==> src/rtl/aud_pkg.sv <==
// -----------------------------------------------------------------------------
// aud_pkg
// Shared definitions for the audio datapath: the mode encoding driven by the
// top-level mode FSM, default sample/address widths, and the SRAM write-strobe
// state type used by the loop engine.
// No ports (package).
// -----------------------------------------------------------------------------
package aud_pkg;

  localparam int AUD_DATA_W = 16;
  localparam int AUD_ADDR_W = 20;

  // Mode encoding shared with the top-level mode FSM.
  typedef enum logic [2:0] {
    MODE_I2C       = 3'd0,
    MODE_PLAY      = 3'd1,
    MODE_SET       = 3'd2,
    MODE_RECD_LOOP = 3'd3,
    MODE_PLAY_LOOP = 3'd4
  } aud_mode_e;

  // SRAM write controller: idle, or one-cycle write strobe in progress.
  typedef enum logic {
    WR_IDLE   = 1'b0,
    WR_STROBE = 1'b1
  } wr_state_e;

endpackage

==> src/rtl/aud_loop_engine_if.sv <==
// -----------------------------------------------------------------------------
// aud_loop_engine_if
// External SRAM bus used by the loop engine.
// Signals:
//   sram_addr   word address
//   sram_wdata  write data (top drives DQ with it while sram_we_n = 0)
//   sram_rdata  read data from DQ
//   sram_we_n   write strobe, active low
//   sram_oe_n   output enable, active low
// Modports: master (engine side), slave (SRAM / top-level pad side).
// -----------------------------------------------------------------------------
interface aud_loop_engine_if;
  import aud_pkg::*;

  logic [AUD_ADDR_W-1:0] sram_addr;
  logic [AUD_DATA_W-1:0] sram_wdata;
  logic [AUD_DATA_W-1:0] sram_rdata;
  logic                  sram_we_n;
  logic                  sram_oe_n;

  modport master (
    output sram_addr,
    output sram_wdata,
    output sram_we_n,
    output sram_oe_n,
    input  sram_rdata
  );

  modport slave (
    input  sram_addr,
    input  sram_wdata,
    input  sram_we_n,
    input  sram_oe_n,
    output sram_rdata
  );

endinterface

==> src/rtl/aud_loop_engine_i2s_deser.sv <==
// -----------------------------------------------------------------------------
// i2s_deser
// I2S receive deserializer for one channel. Detects the LRCK edge that opens
// the selected channel, skips the one-bit I2S delay slot, shifts DATA_W bits
// MSB-first and pulses o_valid for one cycle when the word is complete.
// Ports:
//   i_bclk    bit clock (rising edge)
//   i_rst_n   asynchronous active-low reset
//   i_lrck    frame clock
//   i_dat     serial data
//   o_data    last complete word (stable until the next word starts shifting)
//   o_valid   one-cycle pulse, o_data complete
// CAPTURE_LOW = 1 captures the channel that starts at LRCK falling (left);
// 0 captures the channel that starts at LRCK rising (right).
// -----------------------------------------------------------------------------
module i2s_deser
  import aud_pkg::*;
#(
  parameter int DATA_W      = AUD_DATA_W,
  parameter bit CAPTURE_LOW = 1'b1
) (
  input  logic              i_bclk,
  input  logic              i_rst_n,
  input  logic              i_lrck,
  input  logic              i_dat,
  output logic [DATA_W-1:0] o_data,
  output logic              o_valid
);

  localparam int CNT_W = $clog2(DATA_W + 1);

  logic              r_lrck_q;
  logic [CNT_W-1:0]  r_bit_cnt;
  logic [DATA_W-1:0] r_sr;
  logic              r_valid;
  logic              w_start;

  // The edge itself is the delay slot; the following DATA_W edges carry data.
  assign w_start = CAPTURE_LOW ? (r_lrck_q & ~i_lrck) : (~r_lrck_q & i_lrck);

  always_ff @(posedge i_bclk or negedge i_rst_n) begin
    if (!i_rst_n) begin
      r_lrck_q  <= 1'b1;
      r_bit_cnt <= '0;
      r_sr      <= '0;
      r_valid   <= 1'b0;
    end else begin
      r_lrck_q <= i_lrck;
      r_valid  <= 1'b0;
      if (w_start) begin
        r_bit_cnt <= CNT_W'(DATA_W);
      end else if (r_bit_cnt != '0) begin
        r_sr      <= {r_sr[DATA_W-2:0], i_dat};
        r_bit_cnt <= r_bit_cnt - CNT_W'(1);
        r_valid   <= (r_bit_cnt == CNT_W'(1));
      end
    end
  end

  assign o_data  = r_sr;
  assign o_valid = r_valid;

endmodule

==> src/rtl/aud_loop_engine.sv <==
// -----------------------------------------------------------------------------
// aud_loop_engine
// Audio datapath stage after the mode FSM. Deserializes the left ADC channel
// from the WM8731 (codec is bus master), then, by mode, passes samples
// through (PLAY), records a mono loop into external SRAM (RECD_LOOP) or plays
// the recorded loop back (PLAY_LOOP). The selected word is serialized to the
// DAC in both channels (mono duplicate).
// Ports:
//   i_AUD_BCLK     codec bit clock; all logic rising edge except DAC out flop
//   i_rst_n        asynchronous active-low reset
//   i_mode         mode from top FSM (aud_mode_e encoding)
//   i_AUD_ADCLRCK  ADC frame clock, low = left
//   i_AUD_ADCDAT   ADC serial data
//   i_AUD_DACLRCK  DAC frame clock
//   o_AUD_DACDAT   DAC serial data (falling-edge flop)
//   io_sram        SRAM bus (aud_loop_engine_if.master)
//   o_loop_len     number of recorded samples
//   o_full         recording reached MAX_ADDR
// Build option: define AUD_MONITOR_EN to hear the live input while recording;
// without it the DAC is silent in RECD_LOOP.
// -----------------------------------------------------------------------------
module aud_loop_engine
  import aud_pkg::*;
#(
  parameter int                DATA_W   = AUD_DATA_W,
  parameter int                ADDR_W   = AUD_ADDR_W,
  parameter logic [ADDR_W-1:0] MAX_ADDR = 20'hFFFFF
) (
  input  logic              i_AUD_BCLK,
  input  logic              i_rst_n,
  input  logic [2:0]        i_mode,
  input  logic              i_AUD_ADCLRCK,
  input  logic              i_AUD_ADCDAT,
  input  logic              i_AUD_DACLRCK,
  output logic              o_AUD_DACDAT,
  aud_loop_engine_if.master io_sram,
  output logic [ADDR_W-1:0] o_loop_len,
  output logic              o_full
);

  localparam int CNT_W = $clog2(DATA_W + 1);

  // ---------------------------------------------------------------------------
  // ADC left-channel receive
  // ---------------------------------------------------------------------------
  logic [DATA_W-1:0] w_rx_data;
  logic              w_rx_valid;

  i2s_deser #(
    .DATA_W      (DATA_W),
    .CAPTURE_LOW (1'b1)
  ) u_adc_left (
    .i_bclk  (i_AUD_BCLK),
    .i_rst_n (i_rst_n),
    .i_lrck  (i_AUD_ADCLRCK),
    .i_dat   (i_AUD_ADCDAT),
    .o_data  (w_rx_data),
    .o_valid (w_rx_valid)
  );

  // ---------------------------------------------------------------------------
  // Registers
  // ---------------------------------------------------------------------------
  logic [2:0]        r_mode_q;
  logic [DATA_W-1:0] r_last_rx;
  wr_state_e         r_wr_state;
  logic [ADDR_W-1:0] r_wr_addr;
  logic [ADDR_W-1:0] r_rd_addr;
  logic [DATA_W-1:0] r_rd_data;
  logic [ADDR_W-1:0] r_sram_addr;
  logic [DATA_W-1:0] r_sram_wdata;
  logic [ADDR_W-1:0] r_loop_len;
  logic              r_full;

  wr_state_e         w_wr_state_next;
  logic [ADDR_W-1:0] w_wr_addr_next;
  logic [ADDR_W-1:0] w_rd_addr_next;
  logic [DATA_W-1:0] w_rd_data_next;
  logic [ADDR_W-1:0] w_sram_addr_next;
  logic [DATA_W-1:0] w_sram_wdata_next;
  logic [ADDR_W-1:0] w_loop_len_next;
  logic              w_full_next;
  logic [ADDR_W-1:0] w_rd_inc;

  // TX side
  logic              r_dac_lrck_q;
  logic [DATA_W-1:0] r_tx_word;
  logic [DATA_W-1:0] r_tx_sr;
  logic [CNT_W-1:0]  r_tx_cnt;
  logic              r_dacdat;
  logic              w_dac_t1;
  logic              w_dac_tr;
  logic [DATA_W-1:0] w_out_sample;

  // ---------------------------------------------------------------------------
  // Mode transitions (seen combinationally so they act on the changing edge)
  // ---------------------------------------------------------------------------
  logic w_in_rec, w_was_rec, w_enter_rec, w_leave_rec;
  logic w_in_play, w_enter_play;

  assign w_in_rec     = (i_mode == MODE_RECD_LOOP);
  assign w_was_rec    = (r_mode_q == MODE_RECD_LOOP);
  assign w_enter_rec  = w_in_rec & ~w_was_rec;
  assign w_leave_rec  = w_was_rec & ~w_in_rec;
  assign w_in_play    = (i_mode == MODE_PLAY_LOOP);
  assign w_enter_play = w_in_play & (r_mode_q != MODE_PLAY_LOOP);

  assign w_dac_t1 = r_dac_lrck_q & ~i_AUD_DACLRCK;
  assign w_dac_tr = ~r_dac_lrck_q & i_AUD_DACLRCK;

  // ---------------------------------------------------------------------------
  // Record / play-loop control: next-state logic
  // ---------------------------------------------------------------------------
  always_comb begin
    w_wr_state_next   = r_wr_state;
    w_wr_addr_next    = r_wr_addr;
    w_rd_addr_next    = r_rd_addr;
    w_rd_data_next    = r_rd_data;
    w_sram_addr_next  = r_sram_addr;
    w_sram_wdata_next = r_sram_wdata;
    w_loop_len_next   = r_loop_len;
    w_full_next       = r_full;
    w_rd_inc          = (w_enter_play ? '0 : r_rd_addr) + ADDR_W'(1);

    // A strobe always retires after one cycle, even if the mode just changed,
    // so an in-flight write is counted in the address.
    if (r_wr_state == WR_STROBE) begin
      w_wr_state_next = WR_IDLE;
      w_wr_addr_next  = r_wr_addr + ADDR_W'(1);
    end

    if (w_leave_rec) begin
      w_loop_len_next = w_wr_addr_next;
    end

    // Mode change beats rx_valid: only steady RECD_LOOP issues writes.
    if (w_enter_rec) begin
      w_wr_addr_next = '0;
      w_full_next    = 1'b0;
    end else if (w_in_rec && w_was_rec && (r_wr_state == WR_IDLE) && w_rx_valid) begin
      if (r_wr_addr < MAX_ADDR) begin
        w_wr_state_next   = WR_STROBE;
        w_sram_addr_next  = r_wr_addr;
        w_sram_wdata_next = w_rx_data;
      end else begin
        w_full_next = 1'b1;
      end
    end

    if (w_enter_play) begin
      w_rd_addr_next   = '0;
      w_sram_addr_next = '0;
      w_rd_data_next   = '0;
    end

    // Sample at T1; the address then advances and is held for a whole frame
    // before the next sample. Length comes from the next-value so a T1 on the
    // same edge as RECD_LOOP -> PLAY_LOOP sees the freshly latched length.
    if (w_in_play && w_dac_t1) begin
      if (w_loop_len_next == '0) begin
        w_rd_data_next   = '0;
        w_rd_addr_next   = '0;
        w_sram_addr_next = '0;
      end else begin
        w_rd_data_next   = io_sram.sram_rdata;
        w_rd_addr_next   = (w_rd_inc == w_loop_len_next) ? '0 : w_rd_inc;
        w_sram_addr_next = w_rd_addr_next;
      end
    end
  end

  always_ff @(posedge i_AUD_BCLK or negedge i_rst_n) begin
    if (!i_rst_n) begin
      r_mode_q     <= MODE_I2C;
      r_last_rx    <= '0;
      r_wr_state   <= WR_IDLE;
      r_wr_addr    <= '0;
      r_rd_addr    <= '0;
      r_rd_data    <= '0;
      r_sram_addr  <= '0;
      r_sram_wdata <= '0;
      r_loop_len   <= '0;
      r_full       <= 1'b0;
    end else begin
      r_mode_q     <= i_mode;
      if (w_rx_valid) begin
        r_last_rx <= w_rx_data;
      end
      r_wr_state   <= w_wr_state_next;
      r_wr_addr    <= w_wr_addr_next;
      r_rd_addr    <= w_rd_addr_next;
      r_rd_data    <= w_rd_data_next;
      r_sram_addr  <= w_sram_addr_next;
      r_sram_wdata <= w_sram_wdata_next;
      r_loop_len   <= w_loop_len_next;
      r_full       <= w_full_next;
    end
  end

  // On the PLAY_LOOP entry cycle the address is forced to 0 right away so a
  // coinciding T1 reads word 0; never while a write strobe is on the bus.
  assign io_sram.sram_addr  = (w_enter_play && (r_wr_state == WR_IDLE)) ? '0 : r_sram_addr;
  assign io_sram.sram_wdata = r_sram_wdata;
  assign io_sram.sram_we_n  = (r_wr_state != WR_STROBE);
  assign io_sram.sram_oe_n  = (r_wr_state == WR_STROBE);
  assign o_loop_len         = r_loop_len;
  assign o_full             = r_full;

  // ---------------------------------------------------------------------------
  // Output sample selection
  // ---------------------------------------------------------------------------
  always_comb begin
    w_out_sample = '0;
    case (i_mode)
      MODE_PLAY:      w_out_sample = r_last_rx;
      MODE_PLAY_LOOP: w_out_sample = r_rd_data;
`ifdef AUD_MONITOR_EN
      MODE_RECD_LOOP: w_out_sample = r_last_rx;
`else
      MODE_RECD_LOOP: w_out_sample = '0;
`endif
      default:        w_out_sample = '0;
    endcase
  end

  // ---------------------------------------------------------------------------
  // DAC transmit. The word captured at T1 is replayed at the right-channel
  // edge, so both channels carry the same sample.
  // ---------------------------------------------------------------------------
  always_ff @(posedge i_AUD_BCLK or negedge i_rst_n) begin
    if (!i_rst_n) begin
      r_dac_lrck_q <= 1'b1;
      r_tx_word    <= '0;
      r_tx_sr      <= '0;
      r_tx_cnt     <= '0;
    end else begin
      r_dac_lrck_q <= i_AUD_DACLRCK;
      if (w_dac_t1) begin
        r_tx_word <= w_out_sample;
        r_tx_sr   <= w_out_sample;
        r_tx_cnt  <= CNT_W'(DATA_W);
      end else if (w_dac_tr) begin
        r_tx_sr  <= r_tx_word;
        r_tx_cnt <= CNT_W'(DATA_W);
      end else if (r_tx_cnt != '0) begin
        r_tx_sr  <= {r_tx_sr[DATA_W-2:0], 1'b0};
        r_tx_cnt <= r_tx_cnt - CNT_W'(1);
      end
    end
  end

  // Falling-edge launch gives the codec a full half-period of setup before
  // its rising-edge capture; silent once the DATA_W bits have gone out.
  always_ff @(negedge i_AUD_BCLK or negedge i_rst_n) begin
    if (!i_rst_n) begin
      r_dacdat <= 1'b0;
    end else begin
      r_dacdat <= (r_tx_cnt != '0) ? r_tx_sr[DATA_W-1] : 1'b0;
    end
  end

  assign o_AUD_DACDAT = r_dacdat;

endmodule
==> src/flat_wrapper.sv <==
// flat-port wrapper written by rule: the top's interface ports become plain ports
module aud_loop_engine_flat import aud_pkg::*;
#(
  parameter int                DATA_W   = AUD_DATA_W,
  parameter int                ADDR_W   = AUD_ADDR_W,
  parameter logic [ADDR_W-1:0] MAX_ADDR = 20'hFFFFF
)
  (i_AUD_BCLK, i_rst_n, i_mode, i_AUD_ADCLRCK, i_AUD_ADCDAT, i_AUD_DACLRCK, o_AUD_DACDAT, o_loop_len, o_full, io_sram_sram_addr, io_sram_sram_wdata, io_sram_sram_we_n, io_sram_sram_oe_n, io_sram_sram_rdata);
  aud_loop_engine_if io_sram_i ();
  input  logic i_AUD_BCLK;
  input  logic i_rst_n;
  input  logic [2:0] i_mode;
  input  logic i_AUD_ADCLRCK;
  input  logic i_AUD_ADCDAT;
  input  logic i_AUD_DACLRCK;
  output logic o_AUD_DACDAT;
  output logic [ADDR_W-1:0] o_loop_len;
  output logic o_full;
  output wire logic [$bits(io_sram_i.sram_addr)-1:0] io_sram_sram_addr;
  output wire logic [$bits(io_sram_i.sram_wdata)-1:0] io_sram_sram_wdata;
  output wire logic [$bits(io_sram_i.sram_we_n)-1:0] io_sram_sram_we_n;
  output wire logic [$bits(io_sram_i.sram_oe_n)-1:0] io_sram_sram_oe_n;
  input wire logic [$bits(io_sram_i.sram_rdata)-1:0] io_sram_sram_rdata;
  assign io_sram_sram_addr = io_sram_i.sram_addr;
  assign io_sram_sram_wdata = io_sram_i.sram_wdata;
  assign io_sram_sram_we_n = io_sram_i.sram_we_n;
  assign io_sram_sram_oe_n = io_sram_i.sram_oe_n;
  assign io_sram_i.sram_rdata = io_sram_sram_rdata;
  aud_loop_engine #(.DATA_W(DATA_W), .ADDR_W(ADDR_W), .MAX_ADDR(MAX_ADDR)) u_core (.i_AUD_BCLK(i_AUD_BCLK), .i_rst_n(i_rst_n), .i_mode(i_mode), .i_AUD_ADCLRCK(i_AUD_ADCLRCK), .i_AUD_ADCDAT(i_AUD_ADCDAT), .i_AUD_DACLRCK(i_AUD_DACLRCK), .o_AUD_DACDAT(o_AUD_DACDAT), .io_sram(io_sram_i), .o_loop_len(o_loop_len), .o_full(o_full));
endmodule
==> config.mk <==
export PLATFORM = sky130hd
export DESIGN_NAME = aud_loop_engine_flat
export DESIGN_NICKNAME = d
export VERILOG_FILES = /design/src/rtl/aud_pkg.sv /design/src/rtl/aud_loop_engine_if.sv /design/src/rtl/aud_loop_engine_i2s_deser.sv /design/src/rtl/aud_loop_engine.sv /design/src/flat_wrapper.sv
export SDC_FILE = /design/constraint.sdc
export NUM_CORES = 1
export LEC_CHECK = 0
export ABC_AREA = 0
export CAP_MARGIN = 20
export CORE_ASPECT_RATIO = 0.6
export CORE_MARGIN = 2
export CORE_UTILIZATION = 30
export DETAILED_ROUTE_END_ITERATION = 8
export PLACE_DENSITY = 0.52
export SLEW_MARGIN = 30
export SYNTH_ARGS = -nofsm -noshare
export SYNTH_HDL_FRONTEND = slang
export SYNTH_SLANG_ARGS = --single-unit
==> constraint.sdc <==
create_clock -name i_AUD_BCLK -period 5.2 [get_ports i_AUD_BCLK]
set_input_delay 0.78 -clock i_AUD_BCLK [delete_from_list [all_inputs] [get_ports i_AUD_BCLK]]
set_output_delay 0.78 -clock i_AUD_BCLK [all_outputs]
set_load 0.005 [all_outputs]
[Word level (Yosys, flattened, before mapping)]
Index checks and enable logic that the tools add are counted.
Storage, ports and cells
  input port bits: 24
  register bits after elaboration: 195
Cells by class
  add/sub/neg operators: 4
  equal/unequal tests: 9
  muxes and demuxes: 34
  bitwise logic cells: 14
  reductions and logical operators: 18
  $lt $le $gt $ge: 1
Operators with widths (number)
  $mux W20: 13
  $mux W16: 6
  $add A20 B1 Y20 const B: 2
  $pmux W16 S2: 1
  $mux W5: 5
  $eq A20 B20 Y1: 1
  $logic_not A20 Y1: 1
  $lt A20 B20 Y1 const B: 1
  $reduce_bool A5 Y1: 2
  $sub A5 B1 Y5 const B: 2
  $mux W1: 9
  $reduce_bool A3 Y1: 3
  $not A1 Y1: 8
  $and A1 B1 Y1: 6
  $eq A3 B2 Y1 const B: 2
  $ne A3 B3 Y1 const B: 2
  $reduce_and A3 Y1: 2
  $reduce_bool A2 Y1: 3
  $eq A5 B1 Y1 const B: 1
  $logic_and A1 B1 Y1: 5
  $reduce_and A2 Y1: 2
  $eq A3 B1 Y1 const B: 1
  $eq A3 B3 Y1 const B: 1
  $ne A2 B1 Y1 const B: 1

[Logic depth before layout (Yosys ltp)]
  depth in word-level cells: 8
  gate-level depth with buffers: 15
  depth with buffers taken out: 14

[Modules after synthesis]
A second synthesis with hierarchy kept.
Second synthesis, totals
  cell total of the unflattened synthesis: 914
  area total of the unflattened synthesis: 9372.7 µm²
By module, submodules not included
  aud_loop_engine: instances 1, area an instance 8389.3 µm², seq. area each 4305.4 µm², cells an instance 849
  i2s_deser: instances 1, area an instance 983.4 µm², seq. area each 576.8 µm², cells an instance 65

==> impl_results.md <==
* Required time at the endpoint of the critical path at ~4.4 ns
* Synthesized net count at between 900 and 1k
* Final Max Tran Viols at 0
* Number of instances in the placed design at 1412
* Util after Layout at 0.373
* Die width at about 230 microns
* Finished Layout Cells at 1444
* GR Overflow Total at 0
* Seq/Total Area, Yosys at 0.526
* Routability-driven placement congestion ratio at just under 0.9
* Post-route setup slack at 0.523 ns
* Residual DRC count at 0
* Setup Viol. Count Final at 0
* Vias at ~7.4k
* Filler instances at 3017
* Slowest cell on the critical path: sky130_fd_sc_hd__clkdlybuf4s50_1
* Floorplan die height at approximately 140 microns
* Mean post-synth cell area at 9.78 sq um
* Register bit count reported by yosys at slightly below 200
* Leakage Power at approximately 4.8 nW
* Sort of element at the start of the critical path: flop
* Timing startpoint of the critical path: u_core.o_AUD_DACDAT
* Outcome: finished clean
* Unrepaired setup endpoints after global routing: no
* CP delay by family, top: buffers and inverters
* Source of the worst register-to-register timing path: u_core.r_mode_q[0]
* Unique masters post-synth at 63
* Cell accounting for the most synthesized area: sky130_fd_sc_hd__dfrtp_1
* Post_cts resized at 0
* Post-synthesis instance area at between 9000 and 10000 sq um
* Maxcap violations at 0
* Maximum fanout count along the critical path at 1
* Buffers on Ports at 83
* End of the worst register-to-register path: u_core.r_sram_addr[0]
* Clock Latency Late Sink at 0.45 ns
* Post-Syn Instances at between 900 and 1k
* Worst Setup Slack post-DPL at between 0.2 and 0.3 ns
* H-tree depth reported by CTS at 4
* Slowest cell delay on critical path at 0.49 ns
* Total of warnings raised by yosys at 0
* Maximum clock insertion buffer count at 2
* CP Capture Type: output port
* Proportion of synthesized flip-flops having asynchronous set or reset at 1.00
* Max VDD drop at 228 uV
* Post-DP HPWL at about 20000 microns
* DP Area at between 10000 and 15000 sq um
* Library cell used as clock root buffer: sky130_fd_sc_hd__clkbuf_16
* Summed area of non-filler cells in the final layout at 11200 sq um
* Total die area at between 30000 and 40000 sq um
* Number of nets in the final layout at ~1.1k
* Area Growth Syn to Fin at 21.2%
* Vias in the first global route at roughly 7k
* Iteration-0 DRC Markers at ~610
* Global-route usage over all layers at 0.178
* Cell Pwr Density at 385 nW/um^2
* TritonCTS Sinks at 195
* Setup skew after layout at between 0.03 and 0.04 ns
* Average wire per standard cell at 19.4 microns
* Number of antenna diodes at 0
* Total count of hold-check failures in the final report at 0
* Register clock-pin slew on the reported worst setup and hold paths at 0.07 ns
* Setup TNS at 0 ns
* Top Ports at 84
* Number of rows in the core area at 49
* Number of detailed-routing iterations run before antenna repair at 5
* Vias per cell at between 5 and 6
* Total length of routed wires at roughly 28000 microns
* Share of the synthesized area in the top cell type at 0.518
* Antenna violations before repair at 0
* Worst Hold Class: in -> async
* Bufs and invs on worst path at 1
* Transition time at the pin with the least slew margin at between 0.9 and 1 ns
* Clock tree from TritonCTS: built
* Largest net degree at the start of global routing at 78
* Starting utilization of the core area at 0.307
* Most used cells in the layout excluding fill and tap cells: 192 x sky130_fd_sc_hd__dfrtp_1, 124 x sky130_fd_sc_hd__nand2_1, 82 x sky130_fd_sc_hd__clkdlybuf4s50_1
* Number of clock buffers inserted by TritonCTS at 17
* R2R Setup Slk at ~0.98 ns
* Primary FF master, synth: sky130_fd_sc_hd__dfrtp_1
* Main area contributors after synthesis: sky130_fd_sc_hd__dfrtp_1 52%, sky130_fd_sc_hd__nand2_1 5.0%, sky130_fd_sc_hd__mux2_2 4.0%
* Logic depth of the worst register-to-register path at 15
* Classification of the worst setup path: reg -> out
* Buffers inserted by post-CTS timing repair at 0
* Number of enable flip-flop cells after synthesis at 0
* Most common cell after layout, fill and taps aside: sky130_fd_sc_hd__dfrtp_1
* Antenna viol nets, final at 0
* Layout cell share with drive strength beyond 1 at 0.100
* Critical Path AT at 3.90 ns
* Core Footprint at a little over 30000 sq um
* Worst-path cell chain: clkdlybuf4s50_1
* Hold-fix buffer count after cts at 0
* Global-route wire length before repair at about 44000 microns
* Worst slew margin at 0.385
[cell usage after synthesis, types with 20 or more instances]
master and n:
sky130_fd_sc_hd__nor2_1 81, sky130_fd_sc_hd__nand2_1 124, sky130_fd_sc_hd__nand3_1 20, sky130_fd_sc_hd__a21oi_1 57, sky130_fd_sc_hd__o21ai_0 68, sky130_fd_sc_hd__clkbuf_1 39
sky130_fd_sc_hd__a31oi_1 25, sky130_fd_sc_hd__dfrtp_1 192, sky130_fd_sc_hd__inv_1 25, sky130_fd_sc_hd__mux2_2 33, sky130_fd_sc_hd__nor2b_1 23, sky130_fd_sc_hd__xnor2_1 28
[through the flow]
step	power (mW)	hold slack, ns
after floorplan	2.51	0.446
after global placement	2.91	0.459
after detailed placement	2.92	0.463
after CTS	4.38	0.377
after global routing	4.58	0.376
final	4.33	0.336
[sequential cells by signal, indices dropped and copies added (netlist names)]
name                         flops
u_core.o_loop_len               20
u_core.r_rd_addr                20
u_core.r_sram_addr              20
u_core.r_wr_addr                20
u_core.io_sram.sram_wdata       16
u_core.r_last_rx                16
u_core.r_rd_data                16
u_core.r_tx_sr                  16
u_core.r_tx_word                16
u_core.u_adc_left.o_data        16
u_core.r_tx_cnt                  5
u_core.u_adc_left.r_bit_cnt      5
u_core.r_mode_q                  3
u_core.io_sram.sram_oe_n         1
u_core.o_AUD_DACDAT              1
u_core.o_full                    1
u_core.r_dac_lrck_q              1
u_core.u_adc_left.o_valid        1
u_core.u_adc_left.r_lrck_q       1
[worst max-delay path by stage]
stage                             to  slack [ns]  depth (start not counted)
2_1_floorplan    u_core.o_AUD_DACDAT        1.01                          5
3_3_place_gp   u_core.r_sram_addr[0]        0.40                         16
3_5_place_dp   u_core.r_sram_addr[0]        0.28                         16
4_1_cts                 o_AUD_DACDAT        0.50                          1
5_1_grt        u_core.r_sram_addr[0]        0.38                         16
6_report                o_AUD_DACDAT        0.52                          1
[layer usage]
metal  share of wire  vias up  track usage  routed length (microns)
met5               0        -            0                        0
met4           0.014        0       0.0526                      396
met3           0.082       23       0.0487                     2300
met2            0.37      245        0.212                    10300
met1            0.54     3653        0.297                    15000
li1                -     3519            -                        -
[power by group]
part           total, mW  internal, mW  leakage, nW  switching (mW)
Clock               1.44         0.790        0.307           0.647
Sequential          2.06          1.80         2.56           0.258
Combinational      0.839         0.443         1.95           0.396
Total               4.33          3.03         4.81            1.30
[layout make-up]
type	count	area, sq um	area share
tap	408	510	0.0454
sequential	195	4880	0.434
clock inverter	13	188	0.0167
inverter	26	97.6	0.00868
clock buffer	19	443	0.0394
timing repair buffer	105	1000	0.0892
multi-input combinational	678	4120	0.366
[kinds of logic (layout without fill, tap and decap cells)]
| family | count (synthesis) | count (layout) | share of synthesized area |
|---|---|---|---|
| buf+inv | 75 | 163 | 0.0320 |
| xor+xnor | 43 | 43 | 0.0406 |
| fa+ha+maj | 7 | 7 | 0.00944 |
| flops | 195 | 195 | 0.526 |
| mux | 47 | 47 | 0.0552 |
| simple gates | 342 | 342 | 0.178 |
| compound gates | 239 | 239 | 0.158 |
Note: power is estimated with default switching activity, not from simulation.
